<file path="config.mk">
export PLATFORM = sky130hd
export DESIGN_NAME = conv_relu_pool_stream
export DESIGN_NICKNAME = d
export VERILOG_FILES = /design/src/rtl/conv_relu_pool_stream.sv
export SDC_FILE = /design/constraint.sdc
export NUM_CORES = 1
export LEC_CHECK = 0
export ABC_AREA = 1
export CORE_ASPECT_RATIO = 1.5
export CORE_MARGIN = 1.5
export CORE_UTILIZATION = 60
export DETAILED_ROUTE_END_ITERATION = 7
export GPL_TIMING_DRIVEN = 0
export PLACE_DENSITY = 0.78
export SKIP_LAST_GASP = 1
export SYNTH_ARGS = -nofsm -noshare
export SYNTH_HDL_FRONTEND = slang
export SYNTH_SLANG_ARGS = --single-unit
</file>
<file path="constraint.sdc">
create_clock -name i_clk -period 4.11 [get_ports i_clk]
set_clock_uncertainty 0.2 [all_clocks]
set_input_delay 0.6165 -clock i_clk [delete_from_list [all_inputs] [get_ports i_clk]]
set_output_delay 0.6165 -clock i_clk [all_outputs]
set_load 0.1 [all_outputs]
</file>
<file path="src/rtl/conv_relu_pool_stream.sv">
// Streaming conv post-processing: optional ReLU, then bypass or POOL x POOL max pooling
// through a one-row running-max buffer, with a frame-done pulse after each map.
module conv_relu_pool_stream #(
  parameter int DW       = 16,
  parameter int OUT_SIZE = 26,
  parameter int POOL     = 2
) (
  input  logic                 i_clk,
  input  logic                 i_rst,
  input  logic                 i_clear,
  input  logic                 i_mode,
  input  logic                 i_relu_en,
  input  logic                 i_en,
  input  logic signed [DW-1:0] i_data,
  output logic                 o_en,
  output logic signed [DW-1:0] o_data,
  output logic                 o_frame_done
);

  localparam int POOL_OUT = OUT_SIZE / POOL;
  localparam int LIM      = POOL_OUT * POOL;
  localparam int CW       = (OUT_SIZE > 1) ? $clog2(OUT_SIZE) : 1;
  localparam int PW       = (POOL > 1) ? $clog2(POOL) : 1;
  localparam int BW       = (POOL_OUT > 1) ? $clog2(POOL_OUT) : 1;

  localparam logic [CW-1:0] POS_LAST = CW'(OUT_SIZE - 1);
  localparam logic [PW-1:0] PH_LAST  = PW'(POOL - 1);
  localparam logic [BW-1:0] PC_LAST  = BW'(POOL_OUT - 1);
  localparam logic [CW:0]   LIM_W    = (CW + 1)'(LIM);

  logic [CW-1:0] row, col;
  logic [PW-1:0] rp, cp;
  logic [BW-1:0] pc;
  logic          mode_q, relu_q;

  logic signed [DW-1:0] row_buf [POOL_OUT];

  logic                 frame_start, eff_mode, eff_relu;
  logic                 in_win, win_first, win_last, pool_fire, frame_last;
  logic signed [DW-1:0] x, cur, pool_max, buf_next;

  // Mode and ReLU come straight from the inputs on the first pixel, from the latch afterwards
  always_comb begin
    frame_start = (row == '0) && (col == '0);
    eff_mode    = frame_start ? i_mode    : mode_q;
    eff_relu    = frame_start ? i_relu_en : relu_q;
    x           = (eff_relu && i_data[DW-1]) ? '0 : i_data;
    in_win      = ({1'b0, row} < LIM_W) && ({1'b0, col} < LIM_W);
    win_first   = (rp == '0) && (cp == '0);
    win_last    = (rp == PH_LAST) && (cp == PH_LAST);
    cur         = row_buf[pc];
    pool_max    = (cur > x) ? cur : x;
    buf_next    = win_first ? x : pool_max;
    pool_fire   = in_win && win_last;
    frame_last  = (row == POS_LAST) && (col == POS_LAST);
  end

  always_ff @(posedge i_clk) begin
    if (i_rst) begin
      row          <= '0;
      col          <= '0;
      rp           <= '0;
      cp           <= '0;
      pc           <= '0;
      mode_q       <= 1'b0;
      relu_q       <= 1'b0;
      o_en         <= 1'b0;
      o_data       <= '0;
      o_frame_done <= 1'b0;
    end else if (i_clear) begin
      row          <= '0;
      col          <= '0;
      rp           <= '0;
      cp           <= '0;
      pc           <= '0;
      o_en         <= 1'b0;
      o_frame_done <= 1'b0;
    end else if (i_en) begin
      if (frame_start) begin
        mode_q <= i_mode;
        relu_q <= i_relu_en;
      end
      if (eff_mode) begin
        o_en <= pool_fire;
        if (pool_fire) o_data <= pool_max;
      end else begin
        o_en   <= 1'b1;
        o_data <= x;
      end
      o_frame_done <= frame_last;
      // pc saturates so discarded trailing columns never index past the buffer
      if (col == POS_LAST) begin
        col <= '0;
        cp  <= '0;
        pc  <= '0;
        if (row == POS_LAST) begin
          row <= '0;
          rp  <= '0;
        end else begin
          row <= row + 1'b1;
          rp  <= (rp == PH_LAST) ? '0 : rp + 1'b1;
        end
      end else begin
        col <= col + 1'b1;
        if (cp == PH_LAST) begin
          cp <= '0;
          if (pc != PC_LAST) pc <= pc + 1'b1;
        end else begin
          cp <= cp + 1'b1;
        end
      end
    end else begin
      o_en         <= 1'b0;
      o_frame_done <= 1'b0;
    end
  end

  // Buffer needs no reset: the first pixel of every window overwrites its slot
  always_ff @(posedge i_clk) begin
    if (!i_rst && !i_clear && i_en && eff_mode && in_win)
      row_buf[pc] <= buf_next;
  end

endmodule

</file>
==> metrics.txt <==
Layout Cells excl Fill=approximately 1,500; wire length per cell=19.1 µm; Post-Syn Instances=approximately 1,200; post-synthesis sequential area ratio=around 62%; CP max FO=10; synthesized area per cell=9.84 µm²; Initial Util=between 60 and 70%; postcts setup bufs=0; row cnt=~60; first-pass GRT wire length=approximately 44 mm; CP Data Arrival Time=~4000 ps; H-tree depth=1; Internal=between 4 and 5 mW; period utilization=a little over nine tenths; layout cell share with drive strength beyond 1=14.1%; worst hold path class=reg -> reg; hold slack=288 ps; PD cells=between 400 and 500 mW/mm²; WHS Endpoint=mode_q; Worst Hold Depth=2; multi-input logic area=~0.0039 mm²; fmax=approximately 250 MHz; Layout Area Growth over Synthesis=17.0%; gr usage total=approximately 29%; Antenna Diode Count=0; Netlist Area Pre-Place=~0.011 mm²; Overflow after GRT=0; top cells by area, synth=edfxtp_1 (55%), nand2_1 (10%), dfxtp_1 (7.0%); Worst R2R Path Depth=17; Slew Viols, Final=0; Post-synth EDFFs=around 210; DP Cell Count=1,462; clock root cell=clkbuf_16; slew margin rel.=roughly a third; vias per inst=5.79; Synthesized Nets=between 1,000 and 1,500; sequential cell area=around 0.0070 mm²; router iterations before antenna repair=5; Ys Warns=0; CP endpoint kind=flop; max-capacitance violation count=0; number of nets in the layout=approximately 1,300; LEAKAGE=about 5.3 nW; combinational power share=around 10%; CTS Buf Count=22; Worst-path clk slew=70 ps; Die W=between 100 and 150 µm; Crit path required time=around 4200 ps; minimum clock period=a little under 4000 ps; Synth top cells by count=nand2_1 (317), edfxtp_1 (208), nand3_1 (145), inv_1 (89), nor2_1 (73); VDD IR max=about 0.00033 V; via count=8,704; Clock Path Buffers=3; antenna-violating nets left=0; top_reg_cell synth=edfxtp_1; core area=around 0.019 mm²; endpoints failing setup=0; Total Wirelength=between 20 and 30 mm; Final Hold Fails=0; dominant cell type by area after synthesis=edfxtp_1; Sw Share=a little under a quarter; filler cell count=approximately 1,300; pin count of the biggest net entering global routing=17; CTS tree=done; Die ar.=a little under 0.02 mm²; Ports=40; Num Clock Sinks=between 200 and 250; crit path launch type=flop; top-count cell post-synth=nand2_1; worst slew pin tran=around 1000 ps; top cell type's share of synthesized area=between 50% and 60%; PortBufs=39; Yosys cell types=35; Seq cells post-synth=approximately 250; Clock power frac=between 30% and 40%; Final Power=5.50 mW; vias in the first global route=8,652; Async SR Flop Fraction=0%; GPL Wtd Cong=between 0.8 and 0.9; sequential fraction of design power=50.7%; Clock Latency Late Sink=about 500 ps; # DRC=0; Critical R2R Capture=row_buf[7][9]; Die Y=172 µm; setup slack, reg-to-reg=~180 ps; Hold Startpoint=mode_q; DPL Wire Length=between 15 and 20 mm; Psw=1.28 mW; outcome=complete, no violations; DR iter-0 viols=about 900; initial antenna violation count=0; Setup CP Type=reg -> reg
critical path, stage by stage, from the launching register on:
cell	delay, ps
dfxtp_1	370
inv_1	220
buf_1	510
nand3_1	230
nand2_1	220
inv_1	70
ha_1	280
nand4_1	140
nor3_4	290
nand2_2	130
nand2_1	120
nand2_4	100
nand3_4	110
buf_6	160
nand2_1	80
nand3_1	90
o21ai_2	130
buf_6	210
cell families (layout without fill, tap and decap cells):
group,count (synthesis),after routing,synth area share (%)
adders and majority gates,26,26,2.86
xor gates and xnor gates,5,5,0.385
buffers and inverters,162,257,5.99
and+or+nand+nor,595,595,23.0
AOI/OAI and AO/OA,120,120,5.87
DFF,248,248,61.9
metrics by stage:
stage / util [%] / cell area (µm²) / worst slack (ps) / TNS [ps]
4_1_cts: 70.8 / 13100 / 18.2 / 0
6_report: 71.8 / 13300 / 182 / 0
2_1_floorplan: - / 11400 / 711 / 0
3_3_place_gp: 65.2 / 12100 / -706 / -145320
3_5_place_dp: 66.3 / 12300 / -483 / -59890
5_1_grt: 71.8 / 13300 / -43.7 / -445
cell usage in the layout, fill, tap and decap left out, drive strengths merged, types with 23 or more instances in the layout:
| cell | count |
|---|---|
| o21ai | 68 |
| edfxtp | 208 |
| clkdlybuf4s50 | 39 |
| inv | 103 |
| nor3 | 23 |
| ha | 26 |
| a21oi | 41 |
| clkbuf | 63 |
| nand3 | 157 |
| buf | 47 |
| dfxtp | 40 |
| nor2 | 74 |
| nand2 | 319 |
worst max-delay path by stage:
stage / to / startpoint / cells past startpoint
final: row_buf[7][9] / flop / 17
after global routing: row_buf[7][9] / row[0] / 23
after CTS: row_buf[6][0] / flop / 20
after detailed placement: row_buf[1][12] / flop / 20
after global placement: row_buf[2][14] / i_rst / 7
after floorplan: row_buf[0][10] / row[0] / 21
flip-flops by register name, indices dropped and copies added, names as in the netlist, named ones only:
register      flops
o_frame_done      1
cp                1
o_data           16
col               5
o_en              1
pc                4
row_buf         208
mode_q            1
relu_q            1
rp                1
row               5
power by group through the flow:
stage	sequential [mW]	combinational [mW]	clock (mW)
global route	2.79	0.598	2.23
floorplan	2.92	0.261	0
global placement	2.85	0.481	0
detailed placement	2.85	0.497	0
CTS	2.79	0.512	2.15
finish	2.79	0.554	2.16
routing by layer:
metal  GRT usage (%)  vias up  wire length, µm
met5               0        -                0
met2            53.0      439            15100
met3            3.59       99             2070
met4            17.1        0             1390
li1                -     4095                -
met1            33.0     4071            10200
repair_timing:
item                       4_1_cts  5_1_grt
pin swaps                        0        2
cloned                           0        1
resized for setup               26       54
hold buffers                     0        0
setup endpoints to repair      208      208
layout make-up:
cell class / instances / share of cell area, %
flip-flops and latches: 248 / 52.9
multi-input cells: 746 / 29.3
clock buffers: 37 / 5.49
repair buffers: 55 / 4.26
inverters: 105 / 3.01
well taps: 252 / 2.37
plain buffers: 57 / 2.33
clock inverters: 3 / 0.320
(Power assumes the default switching activity.)
